<file path="config.mk">
export PLATFORM = sky130hd
export DESIGN_NAME = staggered_adder_pipe
export DESIGN_NICKNAME = d
export VERILOG_FILES = /design/src/rtl/staggered_adder_pipe.sv
export SDC_FILE = /design/constraint.sdc
export NUM_CORES = 1
export LEC_CHECK = 0
export BUFFER_PORTS_ARGS = -buffer_cell sky130_fd_sc_hd__buf_2
export CORE_UTILIZATION = 50
export DETAILED_ROUTE_END_ITERATION = 8
export PLACE_DENSITY = 0.72
export SETUP_SLACK_MARGIN = 0.3
export SLEW_MARGIN = 10
export SYNTH_ARGS = -nofsm -noshare
export SYNTH_HDL_FRONTEND = slang
export SYNTH_SLANG_ARGS = --single-unit
</file>
<file path="constraint.sdc">
create_clock -name clk -period 2.5 [get_ports clk]
set_clock_uncertainty 0.2 [all_clocks]
set_input_delay 0.25 -clock clk [delete_from_list [all_inputs] [get_ports clk]]
set_output_delay 0.25 -clock clk [all_outputs]
set_load 0.02 [all_outputs]
</file>
<file path="src/rtl/staggered_adder_pipe.sv">
// Pipelined N-bit adder built from 4-bit carry-lookahead slices, one slice per
// stage, with operand skew and result deskew so the full-width sum emits aligned.
// Ports: clk, rst (sync, active-high); in_valid/in_ready with a, b, cin;
//        out_valid/out_ready with sum, cout; occ = operations in flight.
module staggered_adder_pipe #(
    parameter int N = 16
) (
    input  logic                      clk,
    input  logic                      rst,
    input  logic                      in_valid,
    output logic                      in_ready,
    input  logic [N-1:0]              a,
    input  logic [N-1:0]              b,
    input  logic                      cin,
    output logic                      out_valid,
    input  logic                      out_ready,
    output logic [N-1:0]              sum,
    output logic                      cout,
    output logic [$clog2(N/4+1)-1:0]  occ
);

    localparam int STAGES = N / 4;
    localparam int OW     = $clog2(STAGES + 1);
    localparam logic [OW-1:0] OCC_MAX = OW'(STAGES);

    generate
        if ((N % 4) != 0 || N < 8) begin : g_bad_n
            $error("staggered_adder_pipe: N must be a multiple of 4 and >= 8");
        end
    endgenerate

    // Returns {carry_out, sum[3:0]} using full lookahead within the slice.
    function automatic logic [4:0] cla4(
        input logic [3:0] x,
        input logic [3:0] y,
        input logic       c0
    );
        logic [3:0] p;
        logic [3:0] g;
        logic [4:0] c;
        p    = x ^ y;
        g    = x & y;
        c[0] = c0;
        c[1] = g[0] | (p[0] & c0);
        c[2] = g[1] | (p[1] & g[0]) | (p[1] & p[0] & c0);
        c[3] = g[2] | (p[2] & g[1]) | (p[2] & p[1] & g[0])
             | (p[2] & p[1] & p[0] & c0);
        c[4] = g[3] | (p[3] & g[2]) | (p[3] & p[2] & g[1])
             | (p[3] & p[2] & p[1] & g[0])
             | (p[3] & p[2] & p[1] & p[0] & c0);
        return {c[4], p ^ c[3:0]};
    endfunction

    logic [STAGES-1:0] v_q, v_d;
    logic [STAGES-1:0] c_q, c_d;
    logic [N-1:0]      s_q [STAGES];
    logic [N-1:0]      s_d [STAGES];
    // Operand copies only needed by stages that still have a slice to feed.
    logic [N-1:0]      a_q [STAGES-1];
    logic [N-1:0]      a_d [STAGES-1];
    logic [N-1:0]      b_q [STAGES-1];
    logic [N-1:0]      b_d [STAGES-1];
    logic [OW-1:0]     occ_q, occ_d;

    logic adv;
    logic acc;
    logic emit;

    // Low slices of the last operand copy were consumed by earlier stages.
    logic unused_lo;
    assign unused_lo = ^{a_q[STAGES-2][4*(STAGES-1)-1:0],
                         b_q[STAGES-2][4*(STAGES-1)-1:0]};

    always_comb begin
        adv      = !v_q[STAGES-1] || out_ready;
        in_ready = adv && !rst;
        acc      = in_valid && in_ready;
        emit     = v_q[STAGES-1] && out_ready;
        v_d      = v_q;
        c_d      = c_q;
        s_d      = s_q;
        a_d      = a_q;
        b_d      = b_q;
        occ_d    = occ_q;
        if (adv) begin
            s_d[0] = '0;
            {c_d[0], s_d[0][3:0]} = cla4(a[3:0], b[3:0], cin);
            v_d[0] = acc;
            a_d[0] = a;
            b_d[0] = b;
            for (int k = 1; k < STAGES; k++) begin
                s_d[k] = s_q[k-1];
                {c_d[k], s_d[k][4*k +: 4]} =
                    cla4(a_q[k-1][4*k +: 4], b_q[k-1][4*k +: 4], c_q[k-1]);
                v_d[k] = v_q[k-1];
            end
            for (int k = 1; k < STAGES - 1; k++) begin
                a_d[k] = a_q[k-1];
                b_d[k] = b_q[k-1];
            end
        end
        if (acc && !emit) begin
            occ_d = occ_q + OW'(1);
        end else if (emit && !acc) begin
            occ_d = occ_q - OW'(1);
        end
    end

    always_ff @(posedge clk) begin
        if (rst) begin
            v_q   <= '0;
            c_q   <= '0;
            occ_q <= '0;
            for (int k = 0; k < STAGES; k++) begin
                s_q[k] <= '0;
            end
            for (int k = 0; k < STAGES - 1; k++) begin
                a_q[k] <= '0;
                b_q[k] <= '0;
            end
        end else begin
            v_q   <= v_d;
            c_q   <= c_d;
            occ_q <= occ_d;
            for (int k = 0; k < STAGES; k++) begin
                s_q[k] <= s_d[k];
            end
            for (int k = 0; k < STAGES - 1; k++) begin
                a_q[k] <= a_d[k];
                b_q[k] <= b_d[k];
            end
        end
    end

    assign out_valid = v_q[STAGES-1];
    assign sum       = s_q[STAGES-1];
    assign cout      = c_q[STAGES-1];
    assign occ       = occ_q;

    a_occ_max: assert property (@(posedge clk) disable iff (rst)
        occ_q <= OCC_MAX);

endmodule

</file>
**Word-level counts from Yosys, hierarchy flattened**

Index checks and enable logic that the tools add are counted.

- Input port bits: 37
- Word-level logic and storage cells: 144
- Register bits after elaboration: 147
- Output and inout port bits: 22

- Bitwise operators: 116
- Add/subtract/negate cells: 2
- Reductions and logical operators: 11
- Mux-type cells: 2

Operators with widths:

| operator | count |
|---|---|
| bitwise AND 1 bit | 64 |
| OR 1 bit | 40 |
| XOR 4 bit | 8 |
| bitwise AND 4 bit | 4 |
| 2-to-1 mux 3 bit | 2 |
| logical AND 1 bit | 5 |
| logical NOT 1 bit | 4 |
| adder 3 x 1 -> 3 bit (second input constant) | 1 |
| subtractor 3 x 1 -> 3 bit (second input constant) | 1 |
| nonzero test 2 bit | 1 |
| logical OR 1 bit | 1 |

**Longest topological paths before layout**

- Depth after elaboration: 8
- Depth in mapped cells: 11
- Gate-level depth less buffers: 10

**Worst setup path before layout**

Ideal clock, no wire load.

- Kind: reg-to-reg
- Start: register v_q[3]
- End: register occ_q[2], in the netlist occ[2]
- Buffers on the path: 1
- Data required time: 2.230 ns
- Arrival: 2.105 ns
- Stages on the path, launching flop included: 12
- Slack: 0.125 ns
- Setup time: 0.070 ns
- Clock period less this slack: 2.375 ns
- Cell sequence: dfxtp_1 nand2b_4 nand2b_2 inv_2 buf_6 and2_1 ha_1 inv_1 fa_1 xor2_1 or3_1 a21oi_1

- Word-level cells in the longest chain between the ends: 7
- Elaborated cells on any way between the ends: 11
- Classes of those cells: mux (1); reduce/logical (10)

Ends and longest elaborated chain:

| what | RTL line | RTL |
|---|---|---|
| start: declaration | 54 | `logic [STAGES-1:0] v_q, v_d;` |
| start signal: assignment | 122 | `v_q <= v_d;` |
| logical NOT 1 bit * | 75 | `adv = !v_q[STAGES-1] \|\| out_ready;` |
| logical OR 1 bit * | 75 |  |
| logical AND 1 bit * | 76 | `in_ready = adv && !rst;` |
| logical AND 1 bit * | 77 | `acc = in_valid && in_ready;` |
| via acc | 66 | `logic acc;` |
| logical NOT 1 bit | 104 | `end else if (emit && !acc) begin` |
| logical AND 1 bit | 104 |  |
| nonzero test 2 bit (no source line) | - |  |
| end signal: assignment | 113 | `occ_q <= '0;` |
| end signal: assignment | 124 | `occ_q <= occ_d;` |
| end: declaration | 63 | `logic [OW-1:0] occ_q, occ_d;` |

Mark *: on every way through the listed nets, which the timed path passes. The rest lies on a longest branch.
A chain may end at the register's enable or synchronous reset.

**Final worst setup path**

Same ends and word-level chain as after synthesis.

==> out/qor.yml <==
sta:
  finalSetupViolations: 0
  timing.final.crit_share_pct: 84.3
  finalCriticalPeriod_ns: 2.11
  slew_viol_final: 0
  hold_viol: 0
  slew_headroom_pct: 68.7
  tightestPinTransition_ns: 0.470
  final.setup.tns_ns: 0
  worst_slack_ns: 0.392
  clock.fmax_mhz: 474
  rsz0062_at_grt: "yes"
layout:
  drive_above_1_share_pct: 22.9
  fillerInstances: 621
  layout.nets: 460
  insertedDiodeCount: 0
  regArea_um2: 1990
  areaGrowthSynthToFinish_pct: 17.6
  layout_commonest_cell: "dfxtp_1"
  multi_input_area_um2: 1540
  final_area_um2: 4490
  final_cell_mix: "98 x dfxtp_1, 77 x a22o_1, 58 x buf_2, 24 x dlygate4sd3_1"
  finalNonFillerCells: 505
placed_design:
  gp_congestion: 0.746
  port_buffers: 58
  placedCellCount: 464
  hpwl_mm: 4.27
  place_ws_ns: 0.264
  dpl_cell_area_um2: 4040
global_routing:
  grt-ovfl-total: 0
  first_global_vias: 2350
  grt_pass1_wl_mm: 10.8
  grtUsageTotal_pct: 17.8
  antenna_found_initial: 0
  grt_max_degree: 83
setup_path:
  crit_type: "reg -> reg"
  cp_slowest_cell: "dfxtp_4"
  critPathLaunchType: "flip-flop"
  cpPeakStageDelay_ns: 0.36
  critical_path.max_fanout: 3
  crit_arrival_ns: 2.21
  cp_cell_sequence: "nand2b_4 > nand2b_4 > inv_2 > and2_4 > ha_4 > inv_1 > fa_2 > xor2_1 > or3_1 > a21oi_2"
  critPathRequiredTime_ns: 2.60
  critPathCaptureType: "flip-flop"
  crit_path_frequent_cell: "nand2b_4"
yosys:
  synth_top_family_by_area: "compound AO/OA/AOI/OAI gates"
  muxShareOfSynthArea_pct: 0.524
  synth_xor_area_share_pct: 2.29
  yosysSeqAreaShare_pct: 51.9
  synth-compound-area-share_pct: 24.3
  yosys.cell_types.count: 27
  avgSynthCellArea_um2: 11.3
  yosys.area_share.adder_pct: 8.19
  yosys_warnings: 0
  syn-cell-area_um2: 3820
  synthSimpleGateAreaFrac_pct: 4.22
  synth_seq_cells: 99
  synth_nets: 398
  syn_inst: 339
clock_tree:
  clock_sinks: 99
  tritoncts: "built"
  cts_root_buf: "clkbuf_8"
  htreeDepth: 3
  clkSlewWorstSetupHoldPaths_ns: 0.09
  clk_latency_ns: 0.35
  cts_made_buffers: 9
  cts_buffer_depth: 2
floorplanning:
  die_y_um: 89.4
  io_pins: 59
  start_util_pct: 52.1
  die_w_um: 89.4
  rows: 31
  dieArea_um2: 8000
  core-area_um2: 7330
power_and_ir_drop:
  report.power.total_uw: 3020
  p_leak_uw: 0.00200
  p_per_area_nw_per_um2: 672
  ir_drop_v: 0.000295
min_path:
  hp-class: "in -> reg"
routing:
  viasPerCell: 5.20
  routed_wl_mm: 6.52
  wl_per_cell_um: 12.9
  drt_iter0_drc: 90
  drc: 0
  via_count: 2628
  ant_nets: 0
  firstDrtPassIters: 4
outcome:
  outcome: "finished clean"
flow_run:
  drv_cap: 0
==> per-stage QoR <==
| step | utilization [%] | hold WS (ns) |
|---|---|---|
| 2_1_floorplan | - | 0.183 |
| 3_3_place_gp | 55.1 | 0.236 |
| 6_report | 61.3 | 0.0403 |
| 3_5_place_dp | 55.1 | 0.244 |
| 4_1_cts | 61.3 | 0.0310 |
| 5_1_grt | 61.3 | 0.0292 |
==> routing by layer <==
| metal | global-route usage [%] | routed length, µm |
|---|---|---|
| met5 | 0 | 0 |
| met4 | 8.95 | 86 |
| met3 | 4.43 | 291 |
| met2 | 25.5 | 2780 |
| met1 | 24.9 | 3370 |
==> sequential cells by signal (all words and copies together), names as in the netlist <==
| signal | flops |
|---|---|
| sum | 16 |
| a_q | 24 |
| c_q | 4 |
| occ | 3 |
| b_q | 24 |
| s_q | 24 |
| v_q | 4 |
==> layout make-up <==
| class | count | share of cell area, % |
|---|---|---|
| clock buffers | 13 | 3.98 |
| clock inverters | 3 | 0.418 |
| inverters | 15 | 1.25 |
| multi-input cells | 188 | 34.2 |
| flip-flops and latches | 99 | 44.2 |
| well taps | 99 | 2.76 |
| repair buffers | 88 | 13.3 |
==> path summary, 6_finish.rpt <==
| path | start | endpoint | slack, ns | cells after the start |
|---|---|---|---|---|
| max | v_q[3]$_SDFFE_PP0N_ | occ[2]$_SDFFE_PP0P_ | 0.39 | 10 |
| min | in_valid | v_q[0]$_SDFFE_PP0N_ | 0.04 | 3 |
| max reg2reg | v_q[3]$_SDFFE_PP0N_ | occ[2]$_SDFFE_PP0P_ | 0.39 | 10 |
| min reg2reg | s_q[51]$_SDFFE_PP0N_ | s_q[51]$_SDFFE_PP0N_ | 0.25 | 2 |
==> Yosys cell counts, drive strengths merged <==
cell type,count,share of area (%)
nand2b,2,0.59
o21ai,13,1.7
ha,17,5.6
mux2i,2,0.52
fa,5,2.6
o22ai,4,0.65
nand2,17,1.7
buf,36,7.1
and2,1,0.16
or2,4,0.65
a21o,1,0.20
dfxtp,99,52
nor2,8,0.98
xor2,10,2.3
or3,1,0.16
a211o,4,0.92
clkbuf,1,0.098
inv,15,1.5
a21oi,18,2.4
o21a,4,0.79
a22o,77,18
==> worst max-delay path: cells and delay by family, from the launching register on <==
family	cells	cell delay (ns)
and+or+nand+nor	4	0.63
adders and majority gates	2	0.47
DFF	1	0.36
xor gates and xnor gates	1	0.17
buffers and inverters	2	0.12
AOI/OAI and AO/OA	1	0.12
==> report_power, final <==
| group | switching (µW) | total (µW) | internal [µW] | leakage, µW |
|---|---|---|---|---|
| sequential | 54.6 | 1720 | 1660 | 0.000815 |
| combinational | 144 | 312 | 169 | 0.00108 |
| clock | 518 | 989 | 472 | 0.000106 |
==> what timing repair did <==
action,4_1_cts,5_1_grt
endpoints found under the setup margin,2,1
hold buffers,24,0
resized for setup,2,1
hold endpoints to repair,24,0
buffers inserted,1,0
gates cloned,0,0
==> logic make-up after synthesis <==
family / Yosys count
adders and majority gates: 22
AOI/OAI and AO/OA: 121
DFF: 99
buffers and inverters: 52
xor gates and xnor gates: 10
muxes: 2
and+or+nand+nor: 33
Power figures use the tool's default switching activity.
